### src/rtl/hazard_scheduler.sv
// Stall/forward controller tracking in-flight producers through E, M and W.
// Optional stall counter port HZS_o_StallCnt enabled by defining HZS_STALL_CNT_EN.
module hazard_scheduler #(
  parameter int TW    = 4,
  parameter int CNT_W = 32
) (
  input  logic          clk,
  input  logic          reset,
  input  logic [4:0]    HZS_i_Rs,
  input  logic [4:0]    HZS_i_Rt,
  input  logic [TW-1:0] HZS_i_TuseRs,
  input  logic [TW-1:0] HZS_i_TuseRt,
  input  logic [TW-1:0] HZS_i_TnewD,
  input  logic [4:0]    HZS_i_WAddr,
  output logic          HZS_o_Stall,
  output logic [1:0]    HZS_o_FwdDRs,
  output logic [1:0]    HZS_o_FwdDRt,
  output logic [1:0]    HZS_o_FwdERs,
  output logic [1:0]    HZS_o_FwdERt,
`ifdef HZS_STALL_CNT_EN
  output logic [CNT_W-1:0] HZS_o_StallCnt,
`endif
  output logic          HZS_o_FwdMRt
);

  localparam logic [TW-1:0] NEVER = {TW{1'b1}};
  localparam logic [TW-1:0] ZERO  = '0;

  logic [4:0]    e_addr_q, e_addr_d;
  logic [4:0]    e_rs_q, e_rs_d;
  logic [4:0]    e_rt_q, e_rt_d;
  logic [TW-1:0] e_tnew_q, e_tnew_d;
  logic [4:0]    m_addr_q, m_addr_d;
  logic [4:0]    m_rt_q, m_rt_d;
  logic [TW-1:0] m_tnew_q, m_tnew_d;
  logic [4:0]    w_addr_q, w_addr_d;

  function automatic logic [TW-1:0] sat_dec(input logic [TW-1:0] x);
    return (x == ZERO) ? ZERO : x - {{(TW-1){1'b0}}, 1'b1};
  endfunction

  function automatic logic hz(
    input logic [4:0]    op,
    input logic [TW-1:0] tuse,
    input logic [4:0]    addr,
    input logic [TW-1:0] tnew
  );
    return (op != 5'd0) && (op == addr) &&
           (tuse != NEVER) && (tnew > tuse);
  endfunction

  // Youngest match wins; a not-yet-ready youngest match hides older ones.
  function automatic logic [1:0] fwd_d(
    input logic [4:0]    op,
    input logic [TW-1:0] tuse,
    input logic [4:0]    ea,
    input logic [TW-1:0] et,
    input logic [4:0]    ma,
    input logic [TW-1:0] mt,
    input logic [4:0]    wa
  );
    logic [1:0] r;
    r = 2'd0;
    if (op == 5'd0 || tuse == NEVER) r = 2'd0;
    else if (op == ea) r = (et == ZERO) ? 2'd1 : 2'd0;
    else if (op == ma) r = (mt == ZERO) ? 2'd2 : 2'd0;
    else if (op == wa) r = 2'd3;
    return r;
  endfunction

  function automatic logic [1:0] fwd_e(
    input logic [4:0]    op,
    input logic [4:0]    ma,
    input logic [TW-1:0] mt,
    input logic [4:0]    wa
  );
    logic [1:0] r;
    r = 2'd0;
    if (op == 5'd0) r = 2'd0;
    else if (op == ma && mt == ZERO) r = 2'd2;
    else if (op == wa) r = 2'd3;
    return r;
  endfunction

  always_comb begin
    HZS_o_Stall =
      hz(HZS_i_Rs, HZS_i_TuseRs, e_addr_q, e_tnew_q) ||
      hz(HZS_i_Rt, HZS_i_TuseRt, e_addr_q, e_tnew_q) ||
      hz(HZS_i_Rs, HZS_i_TuseRs, m_addr_q, m_tnew_q) ||
      hz(HZS_i_Rt, HZS_i_TuseRt, m_addr_q, m_tnew_q);
    HZS_o_FwdDRs = fwd_d(HZS_i_Rs, HZS_i_TuseRs, e_addr_q,
                         e_tnew_q, m_addr_q, m_tnew_q, w_addr_q);
    HZS_o_FwdDRt = fwd_d(HZS_i_Rt, HZS_i_TuseRt, e_addr_q,
                         e_tnew_q, m_addr_q, m_tnew_q, w_addr_q);
    HZS_o_FwdERs = fwd_e(e_rs_q, m_addr_q, m_tnew_q, w_addr_q);
    HZS_o_FwdERt = fwd_e(e_rt_q, m_addr_q, m_tnew_q, w_addr_q);
    HZS_o_FwdMRt = (m_rt_q != 5'd0) && (m_rt_q == w_addr_q);
  end

  always_comb begin
    e_addr_d = 5'd0;
    e_rs_d   = 5'd0;
    e_rt_d   = 5'd0;
    e_tnew_d = ZERO;
    if (!HZS_o_Stall) begin
      e_addr_d = (HZS_i_TnewD == ZERO) ? 5'd0 : HZS_i_WAddr;
      e_rs_d   = HZS_i_Rs;
      e_rt_d   = HZS_i_Rt;
      e_tnew_d = sat_dec(HZS_i_TnewD);
    end
    m_addr_d = e_addr_q;
    m_rt_d   = e_rt_q;
    m_tnew_d = sat_dec(e_tnew_q);
    w_addr_d = m_addr_q;
  end

  always_ff @(posedge clk) begin
    if (reset) begin
      e_addr_q <= 5'd0;
      e_rs_q   <= 5'd0;
      e_rt_q   <= 5'd0;
      e_tnew_q <= ZERO;
      m_addr_q <= 5'd0;
      m_rt_q   <= 5'd0;
      m_tnew_q <= ZERO;
      w_addr_q <= 5'd0;
    end else begin
      e_addr_q <= e_addr_d;
      e_rs_q   <= e_rs_d;
      e_rt_q   <= e_rt_d;
      e_tnew_q <= e_tnew_d;
      m_addr_q <= m_addr_d;
      m_rt_q   <= m_rt_d;
      m_tnew_q <= m_tnew_d;
      w_addr_q <= w_addr_d;
    end
  end

`ifdef HZS_STALL_CNT_EN
  logic [CNT_W-1:0] cnt_q, cnt_d;

  always_comb begin
    cnt_d = cnt_q;
    if (HZS_o_Stall) cnt_d = cnt_q + {{(CNT_W-1){1'b0}}, 1'b1};
  end

  always_ff @(posedge clk) begin
    if (reset) cnt_q <= '0;
    else       cnt_q <= cnt_d;
  end

  assign HZS_o_StallCnt = cnt_q;
`endif

endmodule
### config.mk
export PLATFORM = sky130hd
export DESIGN_NAME = hazard_scheduler
export DESIGN_NICKNAME = d
export VERILOG_FILES = /design/src/rtl/hazard_scheduler.sv
export SDC_FILE = /design/constraint.sdc
export NUM_CORES = 1
export LEC_CHECK = 0
export BUFFER_PORTS_ARGS = -buffer_cell sky130_fd_sc_hd__buf_2
export CAP_MARGIN = 15
export CORE_MARGIN = 10
export CORE_UTILIZATION = 60
export CTS_CLUSTER_SIZE = 20
export DETAILED_ROUTE_END_ITERATION = 10
export HOLD_SLACK_MARGIN = 0.08
export PLACE_DENSITY = 0.81
export SYNTH_ARGS = -nofsm -noshare
export SYNTH_HDL_FRONTEND = slang
export SYNTH_SLANG_ARGS = --single-unit
### constraint.sdc
create_clock -name clk -period 5.75 [get_ports clk]
set_input_delay 1.15 -clock clk [delete_from_list [all_inputs] [get_ports clk]]
set_output_delay 1.15 -clock clk [all_outputs]
set_load 0.01 [all_outputs]
# Word-level counts from Yosys, hierarchy flattened
# Index checks and enable logic that the tools add are counted.
totals:
  regBits: 38
  inputBits: 29
  out_inout_bits: 10
  wordCells: 78
classes:
  n_addsub: 2
  magnitude_cmp: 4
  n_eq_ne: 15
  muxes: 16
  reduce_logical: 33
op_table:
  columns: ["op", "n"]
  rows:
  - ["$eq 5x5->1", 11]
  - ["$mux 2", 15]
  - ["$logic_not 5->1", 4]
  - ["$gt 4x4->1", 4]
  - ["$logic_and 1x1->1", 15]
  - ["$reduce_bool 5->1", 3]
  - ["$logic_not 4->1", 3]
  - ["$eq 4x4->1 const B", 2]
  - ["$ne 4x4->1 const B", 2]
  - ["$sub 4x1->4 const B", 2]
  - ["$logic_or 1x1->1", 5]
  - ["$reduce_or 2->1", 2]
  - ["$reduce_or 3->1", 1]
  - ["$mux 1", 1]

# Depth between registers and ports, before layout
logic_depth:
  ltp_word: 8
  mapped_depth: 9
  mapped_depth_nobuf: 8

# Least setup slack after synthesis
# No wires, ideal clock.
synth_path:
  path_type: "input-to-output"
  start: "in HZS_i_TuseRt[1]"
  end: "out HZS_o_Stall"
  t_arrival_ps: 2265
  required_ps: 4600
  path_slack_ps: 2335
  stages: 8
  path_buffers: 1
  path_cell_list: "inv_1 > ha_1 > nor2b_1 > o211ai_1 > a21oi_1 > a32oi_1 > o22ai_2 > buf_2"
synth_via:
  elab_chain_len: 6
  elab_cells_between_ends: 10
  classes_between: "order compare (2); eq/ne (1); reduce/logical (7)"
synth_lines:
  columns: ["element", "line", "source"]
  rows:
  - ["start: declaration", "12", "input logic [TW-1:0] HZS_i_TuseRt,"]
  - ["branches (longest 5 deep; another with $gt 4x4->1)", null, null]
  - ["$logic_or 1x1->1 *", "89", "hz(HZS_i_Rs, HZS_i_TuseRs, m_addr_q, m_tnew_q) ||"]
  - ["end: declaration", "15", "output logic HZS_o_Stall,"]
# Every way passes the cells marked *.

# Final worst setup path
layout_path:
  start: "in HZS_i_TuseRs[3]"
  end: "out HZS_o_Stall"
layout_via:
  elab_chain_len: 6
  elab_cells_between_ends: 10
  classes_between: "order compare (2); eq/ne (1); reduce/logical (7)"
layout_lines:
  columns: ["element", "line", "source"]
  rows:
  - ["start: declaration", "11", "input logic [TW-1:0] HZS_i_TuseRs,"]
  - ["branches (longest 4 deep; another with $gt 4x4->1)", null, null]
  - ["$logic_or 1x1->1 *", "88", "hz(HZS_i_Rt, HZS_i_TuseRt, e_addr_q, e_tnew_q) ||"]
  - ["$logic_or 1x1->1 *", "89", null]
# Marks and branches as above.

==> impl_metrics.py <==
metrics = {
    "status": {
        "run_status": "complete, no violations",
    },
    "timing": {
        "max_slew_margin_pct": 35.1,
        "slew_violations": 0,
        "fin_crit_sh_pct": 66.3,
        "min_period_ps": 3810,
        "hold_viol": 0,
        "setup_viol": 0,
        "fmax_mhz": 262,
        "tightest_slew_ps": 971,
        "rsz0062_at_grt": "no",
        "setup_tns_ps": 0,
        "setup_ws_ps": 1940,
        "clock_skew_ps": 11.6,
    },
    "critical_path": {
        "arrival_ps": 2660,
        "path_cells": "buf_2 > inv_1 > ha_1 > and4_1 > a21oi_1 > a32oi_1 > o22ai_2 > buf_4 > buf_2",
        "critical_path_class": "in -> out",
        "crit_fanout": 20,
        "worst_path_max_delay_cell": "ha_1",
        "crit_top_cell": "buf_2",
        "critical-path-max-stage-delay_ps": 320,
        "critPathTopFamily": "buffers and inverters",
        "cp-end-kind": "output pin",
        "crit_required_ps": 4600,
        "start_kind": "primary input",
        "critical_path_buf_inv_count": 4,
    },
    "route": {
        "wl_per_cell_um": 16.6,
        "vias": 1917,
        "dr.first_iter.drc_count": 157,
        "firstDrtPassIters": 4,
        "dr_wl_met2_mm": 2.59,
        "wl_met1_mm": 2.53,
        "ant_nets": 0,
        "top_layer": "met4",
        "met3_length_um": 385,
        "drc": 0,
        "vias_per_cell": 5.69,
        "finalWirelength_mm": 5.59,
    },
    "cts": {
        "cts_tree": "done",
        "clockBufferDepth": 2,
        "cts_buffers": 5,
        "clkSinkCount": 38,
        "clock_latency_ps": 300,
        "postCtsHoldBufs": 0,
        "path_clk_slew_ps": 70,
        "cts-root-buf": "clkbuf_8",
        "cts_resized": 0,
        "post-cts-setup-buffers": 0,
        "h-tree-depth": 2,
    },
    "floorplan": {
        "die_w_um": 82.5,
        "num_rows": 22,
        "ios": 39,
        "dieArea_um2": 6800,
        "die_h_um": 82.5,
        "core_region_area_um2": 3720,
        "initial_core_util_pct": 63.0,
    },
    "global_route": {
        "grt_pass1_vias": 1937,
        "grt_overflow": 0,
        "grt_first_pass_wirelength_mm": 9.16,
        "gr-usage-all-layers_pct": 17.3,
        "antenna_found_initial": 0,
        "grt_max_degree": 39,
    },
    "yosys": {
        "yosysWarnings": 0,
        "syn-instance-count": 258,
        "synth-seq-area-share_pct": 32.5,
        "syn_area_per_cell_um2": 9.08,
        "synth.top_cell.area_share_pct": 32.5,
        "yosys.area.top_type": "dfxtp_1",
        "ys_types": 32,
        "synth_area_leaders": "dfxtp_1 32%, xnor2_1 12%, ha_1 9.6%",
        "synth-seq-cells": 38,
        "synth_nets": 305,
        "syn_area_um2": 2340,
    },
    "place": {
        "gp_congestion": 0.887,
        "detailed_place_hpwl_mm": 4.16,
        "place_ws_ps": 1950,
        "io_buffers": 38,
    },
    "pwr": {
        "ir_drop_uv": 317,
        "power_density_nw_per_um2": 265,
        "power_mw": 0.707,
        "p_leak_nw": 1.16,
    },
    "hold_path": {
        "hp-class": "reg -> reg",
    },
    "run": {
        "max_cap_viol_count": 0,
    },
    "cells_and_area": {
        "final_layout_size_suffix_gt1_share_pct": 18.0,
        "num_antenna_cells": 0,
        "syn2layout_area_growth_pct": 13.7,
        "final_nets": 335,
        "final_cell_mix": "38 x dfxtp_1, 38 x buf_2, 32 x xnor2_1",
    },
}
metal layers:
metal,track usage [%],up-vias
met5,0,-
met4,5.78,0
met3,4.86,9
met2,27.1,58
met1,22.3,897
li1,-,953
registers in the layout (all words and copies together), names as in the netlist:
| name | flops |
|---|---|
| e_addr_q | 5 |
| e_rs_q | 5 |
| e_rt_q | 5 |
| e_tnew_q | 4 |
| m_addr_q | 5 |
| m_rt_q | 5 |
| m_tnew_q | 4 |
| w_addr_q | 5 |
per-stage QoR:
step                      hold WS [ps]  cell area (µm²)  util [%]  std cells
after floorplan                    416             2340         -        258
after global placement             443             2530      68.0        329
after detailed placement           463             2530      68.0        329
after CTS                          474             2660      71.7        337
after global routing               500             2660      71.7        337
final                              468             2660      71.7        337
worst reg2reg max path, delay by kind of cell (launching register included):
| kind | cells | cell delay, ps |
|---|---|---|
| AOI/OAI and AO/OA | 4 | 570 |
| adders and majority gates | 1 | 270 |
| buffers and inverters | 1 | 210 |
| DFF | 1 | 410 |
| and+or+nand+nor | 2 | 420 |
area by class of cell:
type / count / area [µm²]
Tap cell: 48 / 60.1
Clock buffer: 5 / 68.8
Sequential cell: 38 / 761
Fill cell: 294 / 1050
Inverter: 13 / 48.8
Timing Repair Buffer: 39 / 198
Clock inverter: 3 / 68.8
Multi-Input combinational cell: 191 / 1460
cells in the mapped netlist, drive strengths merged:
library cell and instances:
inv 13, clkbuf 12, nand4 5, or3 1
o21ai 4, nor2 7, xor2 24, or4 6
buf 4, nor3 13, o22ai 1, nor3b 14
nor4 8, nand2 3, o211ai 2, mux2 1
mux2i 2, nand3 10, dfxtp 38, ha 18
nor2b 17, a32oi 2, a21oi 14, and4 2
xnor2 32, nor4b 5
path summary, 6_finish.rpt:
kind,cells after the start,endpoint,from,slack (ps)
worst max-delay path,9,HZS_o_Stall,HZS_i_TuseRs[3],1940
worst min-delay path,1,m_tnew_q[0],e_tnew_q[0],470
worst max register to register,8,e_addr_q[1],e_tnew_q[1],3780
worst min register to register,1,m_tnew_q[0],e_tnew_q[0],470
kinds of logic after synthesis:
logic type / share of synthesized area [%]
XOR/XNOR: 20.9
flip-flops: 32.5
AND/OR/NAND/NOR: 24.0
multiplexers: 1.34
adder cells (fa/ha/maj): 9.62
buffers and inverters: 5.23
AO/OA/AOI/OAI: 6.41
report_power, final:
group          internal [mW]  switching, mW  leakage (nW)
registers              0.279         0.0218         0.314
clock network          0.174         0.0961        0.0683
logic                 0.0658         0.0699         0.773
total                  0.519          0.188          1.16
No activity file was read; power rests on OpenSTA's default activity.
